$ cat src/rtl/smem_bck_stage2.sv
// SMEM backward-extension stage 2: advances the inner j loop, rolls the outer
// i iteration, or ends the read with a one-cycle done report.
module smem_bck_stage2 (
    input  logic        clk,
    input  logic        rst,
    input  logic        stall,
    input  logic [5:0]  status_q,
    input  logic [8:0]  read_num_q,
    input  logic [63:0] primary_q,
    input  logic [6:0]  new_size_q,
    input  logic [6:0]  new_last_size_q,
    input  logic [6:0]  forward_size_n_q,
    input  logic [6:0]  backward_i_q,
    input  logic [6:0]  backward_j_q,
    input  logic [6:0]  current_wr_addr_q,
    input  logic [6:0]  current_rd_addr_q,
    input  logic [6:0]  mem_wr_addr_q,
    input  logic [6:0]  min_intv_q,
    input  logic        iteration_boundary_q,
    input  logic [63:0] reserved_token_x2_q,
    input  logic [31:0] reserved_mem_info_q,
    output logic [5:0]  status,
    output logic [8:0]  read_num,
    output logic [63:0] primary,
    output logic [6:0]  new_size,
    output logic [6:0]  new_last_size,
    output logic [6:0]  forward_size_n,
    output logic [6:0]  backward_i,
    output logic [6:0]  backward_j,
    output logic [6:0]  current_wr_addr,
    output logic [6:0]  current_rd_addr,
    output logic [6:0]  mem_wr_addr,
    output logic [6:0]  min_intv,
    output logic        iteration_boundary,
    output logic [63:0] last_token_x2,
    output logic [31:0] last_mem_info,
    output logic        done_valid,
    output logic [8:0]  done_read_num,
    output logic [6:0]  done_mem_size
);

    localparam int unsigned ST_W = 6;
    localparam int unsigned SZ_W = 7;

    localparam logic [ST_W-1:0] BCK_INI = 6'h4;
    localparam logic [ST_W-1:0] BCK_RUN = 6'h5;
    localparam logic [ST_W-1:0] BCK_END = 6'h6;
    localparam logic [ST_W-1:0] BUBBLE  = 6'h30;

    logic [5:0]  r_status,  w_status;
    logic [8:0]  r_read_num, w_read_num;
    logic [63:0] r_primary, w_primary;
    logic [6:0]  r_new_size, w_new_size;
    logic [6:0]  r_new_last_size, w_new_last_size;
    logic [6:0]  r_forward_size_n, w_forward_size_n;
    logic [6:0]  r_backward_i, w_backward_i;
    logic [6:0]  r_backward_j, w_backward_j;
    logic [6:0]  r_current_wr_addr, w_current_wr_addr;
    logic [6:0]  r_current_rd_addr, w_current_rd_addr;
    logic [6:0]  r_mem_wr_addr, w_mem_wr_addr;
    logic [6:0]  r_min_intv, w_min_intv;
    logic        r_iteration_boundary, w_iteration_boundary;
    logic [63:0] r_last_token_x2, w_last_token_x2;
    logic [31:0] r_last_mem_info, w_last_mem_info;
    logic        r_done_valid, w_done_valid;
    logic [8:0]  r_done_read_num, w_done_read_num;
    logic [6:0]  r_done_mem_size, w_done_mem_size;
    logic        w_j_bound;

    assign w_j_bound = (backward_j_q == SZ_W'(new_last_size_q - SZ_W'(1)));

    // Next-state decode: hold on stall, else pass through and apply the status branch.
    always_comb begin
        w_status             = r_status;
        w_read_num           = r_read_num;
        w_primary            = r_primary;
        w_new_size           = r_new_size;
        w_new_last_size      = r_new_last_size;
        w_forward_size_n     = r_forward_size_n;
        w_backward_i         = r_backward_i;
        w_backward_j         = r_backward_j;
        w_current_wr_addr    = r_current_wr_addr;
        w_current_rd_addr    = r_current_rd_addr;
        w_mem_wr_addr        = r_mem_wr_addr;
        w_min_intv           = r_min_intv;
        w_iteration_boundary = r_iteration_boundary;
        w_last_token_x2      = r_last_token_x2;
        w_last_mem_info      = r_last_mem_info;
        w_done_valid         = r_done_valid;
        w_done_read_num      = r_done_read_num;
        w_done_mem_size      = r_done_mem_size;
        if (!stall) begin
            w_status             = BCK_RUN;
            w_read_num           = read_num_q;
            w_primary            = primary_q;
            w_new_size           = new_size_q;
            w_new_last_size      = new_last_size_q;
            w_forward_size_n     = forward_size_n_q;
            w_backward_i         = backward_i_q;
            w_backward_j         = backward_j_q;
            w_current_wr_addr    = current_wr_addr_q;
            w_current_rd_addr    = current_rd_addr_q;
            w_mem_wr_addr        = mem_wr_addr_q;
            w_min_intv           = min_intv_q;
            w_iteration_boundary = iteration_boundary_q;
            w_last_token_x2      = reserved_token_x2_q;
            w_last_mem_info      = reserved_mem_info_q;
            w_done_valid         = 1'b0;
            case (status_q)
                BCK_INI: ;
                BCK_RUN: begin
                    if (!w_j_bound) begin
                        w_backward_j = SZ_W'(backward_j_q + SZ_W'(1));
                    end else if ((new_size_q == '0) || iteration_boundary_q) begin
                        w_status        = BCK_END;
                        w_done_valid    = 1'b1;
                        w_done_read_num = read_num_q;
                        w_done_mem_size = mem_wr_addr_q;
                    end else begin
                        w_backward_j         = '0;
                        w_new_last_size      = new_size_q;
                        w_new_size           = '0;
                        w_backward_i         = SZ_W'(backward_i_q - SZ_W'(1));
                        w_iteration_boundary = (backward_i_q == SZ_W'(1));
                        w_current_wr_addr    = SZ_W'(forward_size_n_q - SZ_W'(1));
                        w_current_rd_addr    = SZ_W'(forward_size_n_q - SZ_W'(1));
                        w_last_token_x2      = '0;
                    end
                end
                default: begin
                    w_status             = BUBBLE;
                    w_read_num           = '0;
                    w_primary            = '0;
                    w_new_size           = '0;
                    w_new_last_size      = '0;
                    w_forward_size_n     = '0;
                    w_backward_i         = '0;
                    w_backward_j         = '0;
                    w_current_wr_addr    = '0;
                    w_current_rd_addr    = '0;
                    w_mem_wr_addr        = '0;
                    w_min_intv           = '0;
                    w_iteration_boundary = 1'b0;
                    w_last_token_x2      = '0;
                    w_last_mem_info      = '0;
                    w_done_read_num      = '0;
                    w_done_mem_size      = '0;
                end
            endcase
        end
    end

    // Output registers with synchronous active-low reset.
    always_ff @(posedge clk) begin
        if (!rst) begin
            r_status             <= BUBBLE;
            r_read_num           <= '0;
            r_primary            <= '0;
            r_new_size           <= '0;
            r_new_last_size      <= '0;
            r_forward_size_n     <= '0;
            r_backward_i         <= '0;
            r_backward_j         <= '0;
            r_current_wr_addr    <= '0;
            r_current_rd_addr    <= '0;
            r_mem_wr_addr        <= '0;
            r_min_intv           <= '0;
            r_iteration_boundary <= 1'b0;
            r_last_token_x2      <= '0;
            r_last_mem_info      <= '0;
            r_done_valid         <= 1'b0;
            r_done_read_num      <= '0;
            r_done_mem_size      <= '0;
        end else begin
            r_status             <= w_status;
            r_read_num           <= w_read_num;
            r_primary            <= w_primary;
            r_new_size           <= w_new_size;
            r_new_last_size      <= w_new_last_size;
            r_forward_size_n     <= w_forward_size_n;
            r_backward_i         <= w_backward_i;
            r_backward_j         <= w_backward_j;
            r_current_wr_addr    <= w_current_wr_addr;
            r_current_rd_addr    <= w_current_rd_addr;
            r_mem_wr_addr        <= w_mem_wr_addr;
            r_min_intv           <= w_min_intv;
            r_iteration_boundary <= w_iteration_boundary;
            r_last_token_x2      <= w_last_token_x2;
            r_last_mem_info      <= w_last_mem_info;
            r_done_valid         <= w_done_valid;
            r_done_read_num      <= w_done_read_num;
            r_done_mem_size      <= w_done_mem_size;
        end
    end

    assign status             = r_status;
    assign read_num           = r_read_num;
    assign primary            = r_primary;
    assign new_size           = r_new_size;
    assign new_last_size      = r_new_last_size;
    assign forward_size_n     = r_forward_size_n;
    assign backward_i         = r_backward_i;
    assign backward_j         = r_backward_j;
    assign current_wr_addr    = r_current_wr_addr;
    assign current_rd_addr    = r_current_rd_addr;
    assign mem_wr_addr        = r_mem_wr_addr;
    assign min_intv           = r_min_intv;
    assign iteration_boundary = r_iteration_boundary;
    assign last_token_x2      = r_last_token_x2;
    assign last_mem_info      = r_last_mem_info;
    assign done_valid         = r_done_valid;
    assign done_read_num      = r_done_read_num;
    assign done_mem_size      = r_done_mem_size;

endmodule

$ cat config.mk
export PLATFORM = sky130hd
export DESIGN_NAME = smem_bck_stage2
export DESIGN_NICKNAME = d
export VERILOG_FILES = /design/src/rtl/smem_bck_stage2.sv
export SDC_FILE = /design/constraint.sdc
export NUM_CORES = 1
export LEC_CHECK = 0
export CORE_AREA = 4 4 194 196
export CTS_CLUSTER_DIAMETER = 60
export DETAILED_ROUTE_END_ITERATION = 10
export DIE_AREA = 0 0 198 200
export DONT_BUFFER_PORTS = 1
export GPL_TIMING_DRIVEN = 0
export PLACE_DENSITY_LB_ADDON = 0.15
export SLEW_MARGIN = 20
export SYNTH_ARGS = -nofsm -noshare
export SYNTH_HDL_FRONTEND = slang
export SYNTH_SLANG_ARGS = --single-unit
$ cat constraint.sdc
create_clock -name clk -period 2.1 [get_ports clk]
set_input_delay 0 -clock clk [delete_from_list [all_inputs] [get_ports clk]]
set_output_delay 0 -clock clk [all_outputs]
set_load 0.02 [all_outputs]
Yosys cells after proc, flatten, opt, wreduce, memory -nomap -nowiden --
Index checks and enable logic that the tools add are counted. Widths: inputs -> output; s select.
Word-level totals: bits of input ports 242, logic and storage cells 76, output and inout bits 256, flip-flop bits (word level) 256
Cells by class: bitwise operators 2, add/subtract/negate cells 4, reductions and logical operators 4, multiplexer cells 42, eq/ne operators 6
Operators with widths (count):
- $mux 64 | 3
- $pmux 64 s2 | 1
- $mux 7 | 17
- $pmux 7 s2 | 7
- $mux 32 | 1
- $mux 9 | 3
- $sub 7x1->7 const B | 3
- $pmux 9 s2 | 1
- $eq 6x3->1 const B | 2
- $pmux 6 s2 | 1
- $add 7x1->7 const B | 1
- $eq 7x1->1 const B | 1
- $eq 7x7->1 | 1
- $logic_not 7->1 | 1
- $mux 1 | 5
- $mux 2 | 2
- $ne 2x2->1 const B | 2
- $reduce_and 4->1 | 1
- $not 1->1 | 2
- $pmux 1 s2 | 1
- $reduce_or 2->1 | 1
- $logic_or 1x1->1 | 1

Logic depth before layout (Yosys ltp) --
word-level depth 5, gate-level depth with buffers 10, mapped depth without buffers 8

Least setup slack after synthesis --
OpenSTA, ideal clock, no wires.
path type input port to flip-flop, from input port new_last_size_q[2], to register r_done_mem_size[4] (netlist: done_mem_size[4]), setup time 0.117 ns, required time 1.983 ns, setup slack 0.282 ns, arrival time 1.702 ns, stages on the path 8, path buffers 2, path through or3_4 > or4_1 > o211ai_2 > nor3_2 > and3_1 > buf_2 > buf_6 > a22o_1
On the way: cells in the longest elaborated chain, start to end 4
Ends and longest elaborated chain:
- start: declaration | line 11 | input logic [6:0] new_last_size_q,
- $sub 7x1->7 | line 70 | assign w_j_bound = (backward_j_q == SZ_W'(new_last_size_q - SZ_W'(1)));
- $eq 7x7->1 | line 70
- $ne 2x2->1 (no source line)
- $reduce_and 4->1 (no source line)
- end signal: assignment | line 192 | r_done_mem_size <= w_done_mem_size;
- end: declaration | line 67 | logic [6:0] r_done_mem_size, w_done_mem_size;
No other way between the ends. A chain may end at the register's enable or synchronous reset.

Final worst setup path --
from input port new_last_size_q[1], to register r_last_token_x2[22] (netlist: last_token_x2[22])
On the way: cells in the longest elaborated chain, start to end 4
Ends and longest elaborated chain:
- $sub 7x1->7 | line 70
- $eq 7x7->1 | line 70
- $mux 64 | line 112 | if (!w_j_bound) begin
- $pmux 64 s2 | line 109 | case (status_q)
- end signal: assignment | line 188 | r_last_token_x2 <= w_last_token_x2;
- end: declaration | line 63 | logic [63:0] r_last_token_x2, w_last_token_x2;
No other way between the ends.

==> results.cfg <==
[sta]
worst_pin_slew_ns = 0.864
post-route-period-util_pct = 95.4
setup_viol = 0
timing.setup.tns_ns = 0
drv_slew = 0
maxSlewHeadroom_pct = 42.4
fin_skew_ns = 0
rsz0062_at_grt = true
layout_setup_ws_ns = 0.0971
hold_viol = 0
fmax_ghz = 0.499
min_period_ns = 2.00

[clock_network]
cts_inserted_buffers = 31
root_buffer = clkbuf_16
cts_tree = built
clk_latency_ns = 0.56
clockBufferDepth = 3
htreeDepth = 1
clkSinkCount = 254
cts.reportedPaths.clkPinSlew_ns = 0.06

[place]
gp_congestion = 0.824
port_buffers = 0
hpwl_um = 31400
place_ws_ns = -0.636

[drt]
drc = 0
postRouteAntennaNets = 0
dr.pass1.iters = 5
vias = 9197
finalWirelength_um = 42200
wl_per_cell_um = 22.8
viasPerCell = 4.98
drtIter0Drc = 318

[logic_synthesis]
synth_edf_count = 0
avgSynthCellArea_sq_um = 9.10
postSynthCellCount = 1075
synthArstFlopShare_pct = 0
synthesis.area_sq_mm = 0.00979
yosys_warnings = 0
ys_types = 62
ys_seq_elements = 254
seq_area_frac_synth_pct = 52.0
synth_nets = 1322
ys.flop_type = dfxtp_1

[cells_and_area]
final_cell_mix = 254 x dfxtp_1, 244 x dlygate4sd3_1, 148 x nor2_1, 134 x a21oi_1, 130 x and3_1
drive_above_1_share_pct = 6.52
fin_nets = 1603
final-seq-area_sq_mm = 0.00508
area_growth_pct = 42.7
antenna_cells = 0
nFillCells = 3589
layout_commonest_cell = dfxtp_1
multiInputGateArea_sq_mm = 0.00425

[critical_path]
crit_type = primary input to flop
startpoint_type = primary input
critical_path_buf_inv_count = 3
startpoint = new_last_size_q[1]
crit_chain = dlygate4sd3_1 -> o31ai_4 -> o211ai_2 -> buf_6 -> nor3_4 -> nor2_8 -> buf_6 -> a22o_1
crit_path_max_fanout = 10
crit_required_ns = 2.55
slowest_delay_ns = 0.61
end_kind = flop
crit_arrival_ns = 2.45
cp_common_cell = buf_6
crit_path_top_delay_cell = dlygate4sd3_1
r2r-start = backward_j[4]
crit_family = buffers and inverters

[global_routing]
grt_pass1_vias = 9474
grt_pass1_wl_um = 60100
grt_max_degree = 15
grt_remaining_overflow = 0
grt.total_usage_pct = 19.7
grt_antenna_before_repair = 1

[floorplan]
core_area_sq_mm = 0.0361
die_area_sq_mm = 0.0396
rows = 70
die_w_um = 198
io_pins = 498
floorplan.initialDensity_pct = 27.1
die_y_um = 200

[flow_run]
drv_cap = 0

[status]
status = finished clean

[power]
p_per_area_mw_per_mm2 = 819
p_leak_nw = 5.75
ir_drop_v = 0.000799

[worst_hold_path]
hold_path_class = primary input to flop
hp-start = forward_size_n_q[6]
tightest hold or removal path, stage by stage:
cell and delay [ns]:
xor2_1 0.05, a31o_1 0.27, o221a_1 0.23
registers in the layout (all words and copies together) (netlist names), 9 cells and up:
register	flops
read_num	9
primary	64
last_token_x2	64
last_mem_info	32
done_read_num	9
routing by layer:
layer | vias to the layer above | wire length, um | global-route usage, % | part of all wire (%)
li1 | 4404 | - | - | -
met1 | 4298 | 15400 | 21.4 | 36
met2 | 439 | 21000 | 35.6 | 50
met3 | 54 | 4780 | 8.41 | 11
met4 | 2 | 1010 | 4.95 | 2.4
met5 | - | 13 | 0 | 0.031
Yosys cell counts (5+ instances only):
| master | n | area, sq um |
|---|---|---|
| ha_1 | 5 | 62.6 |
| nand2b_1 | 5 | 31.3 |
| nor2_1 | 148 | 556 |
| o21ai_0 | 27 | 135 |
| clkbuf_1 | 70 | 263 |
| nand4_1 | 11 | 68.8 |
| a22o_1 | 88 | 771 |
| buf_6 | 10 | 113 |
| nand3_1 | 31 | 155 |
| nor3_1 | 10 | 50.1 |
| xor2_1 | 12 | 105 |
| xnor2_1 | 6 | 52.6 |
| dfxtp_1 | 254 | 5080 |
| nand2_1 | 47 | 176 |
| inv_1 | 13 | 48.8 |
| and3_1 | 130 | 813 |
| a21oi_1 | 134 | 671 |
| buf_1 | 6 | 22.5 |
metrics by stage:
step	hold WS (ns)	util, %	area, sq um	instances	power [mW]
floorplan	0.126	-	9790	1075	5.31
global placement	0.127	28.7	10400	1543	5.47
detailed placement	0.129	28.8	10400	1544	5.47
CTS	0.00241	38.6	13900	1845	11.6
global route	0.0125	38.7	14000	1848	11.8
finish	0.0377	38.7	14000	1848	11.4
cell type report:
type,instances,area share (%)
Multi-Input combinational cell,716,30.4
Clock inverter,15,1.48
Tap cell,468,4.19
Timing Repair Buffer,248,17.7
Clock buffer,42,6.35
Inverter,13,0.349
Sequential cell,254,36.4
Buffer,92,3.10
where the power goes:
| part | switching (mW) | leakage, nW | internal (mW) | total (mW) |
|---|---|---|---|---|
| sequential | 0.0609 | 2.05 | 4.85 | 4.91 |
| combinational | 0.443 | 3.17 | 0.425 | 0.868 |
| clock | 2.19 | 0.531 | 3.46 | 5.65 |
cell families (layout without fill, tap and decap cells):
group	after synthesis	count (layout)	synth area share, %
mux	3	3	0.307
other cells	1	1	0.0383
flops	254	254	52.0
simple gates	403	403	20.8
xor+xnor	18	18	1.61
fa+ha+maj	5	5	0.639
buf+inv	105	410	4.92
compound gates	286	286	19.7
worst paths after layout:
check                           slack (ns)  depth (start not counted)            endpoint
worst max register to register        0.60                          4       backward_j[4]
worst min register to register        0.57                          2  current_rd_addr[4]
worst max-delay path                   0.1                          8   last_token_x2[22]
worst min-delay path                  0.04                          3  current_rd_addr[6]
what timing repair did:
item,CTS,global route
hold buffers,244,0
setup endpoints to repair,2,23
hold endpoints to repair,254,0
buffers inserted,0,3
resized for setup,1,4
pin swaps,0,1
Note: power is estimated with default switching activity, not from simulation.
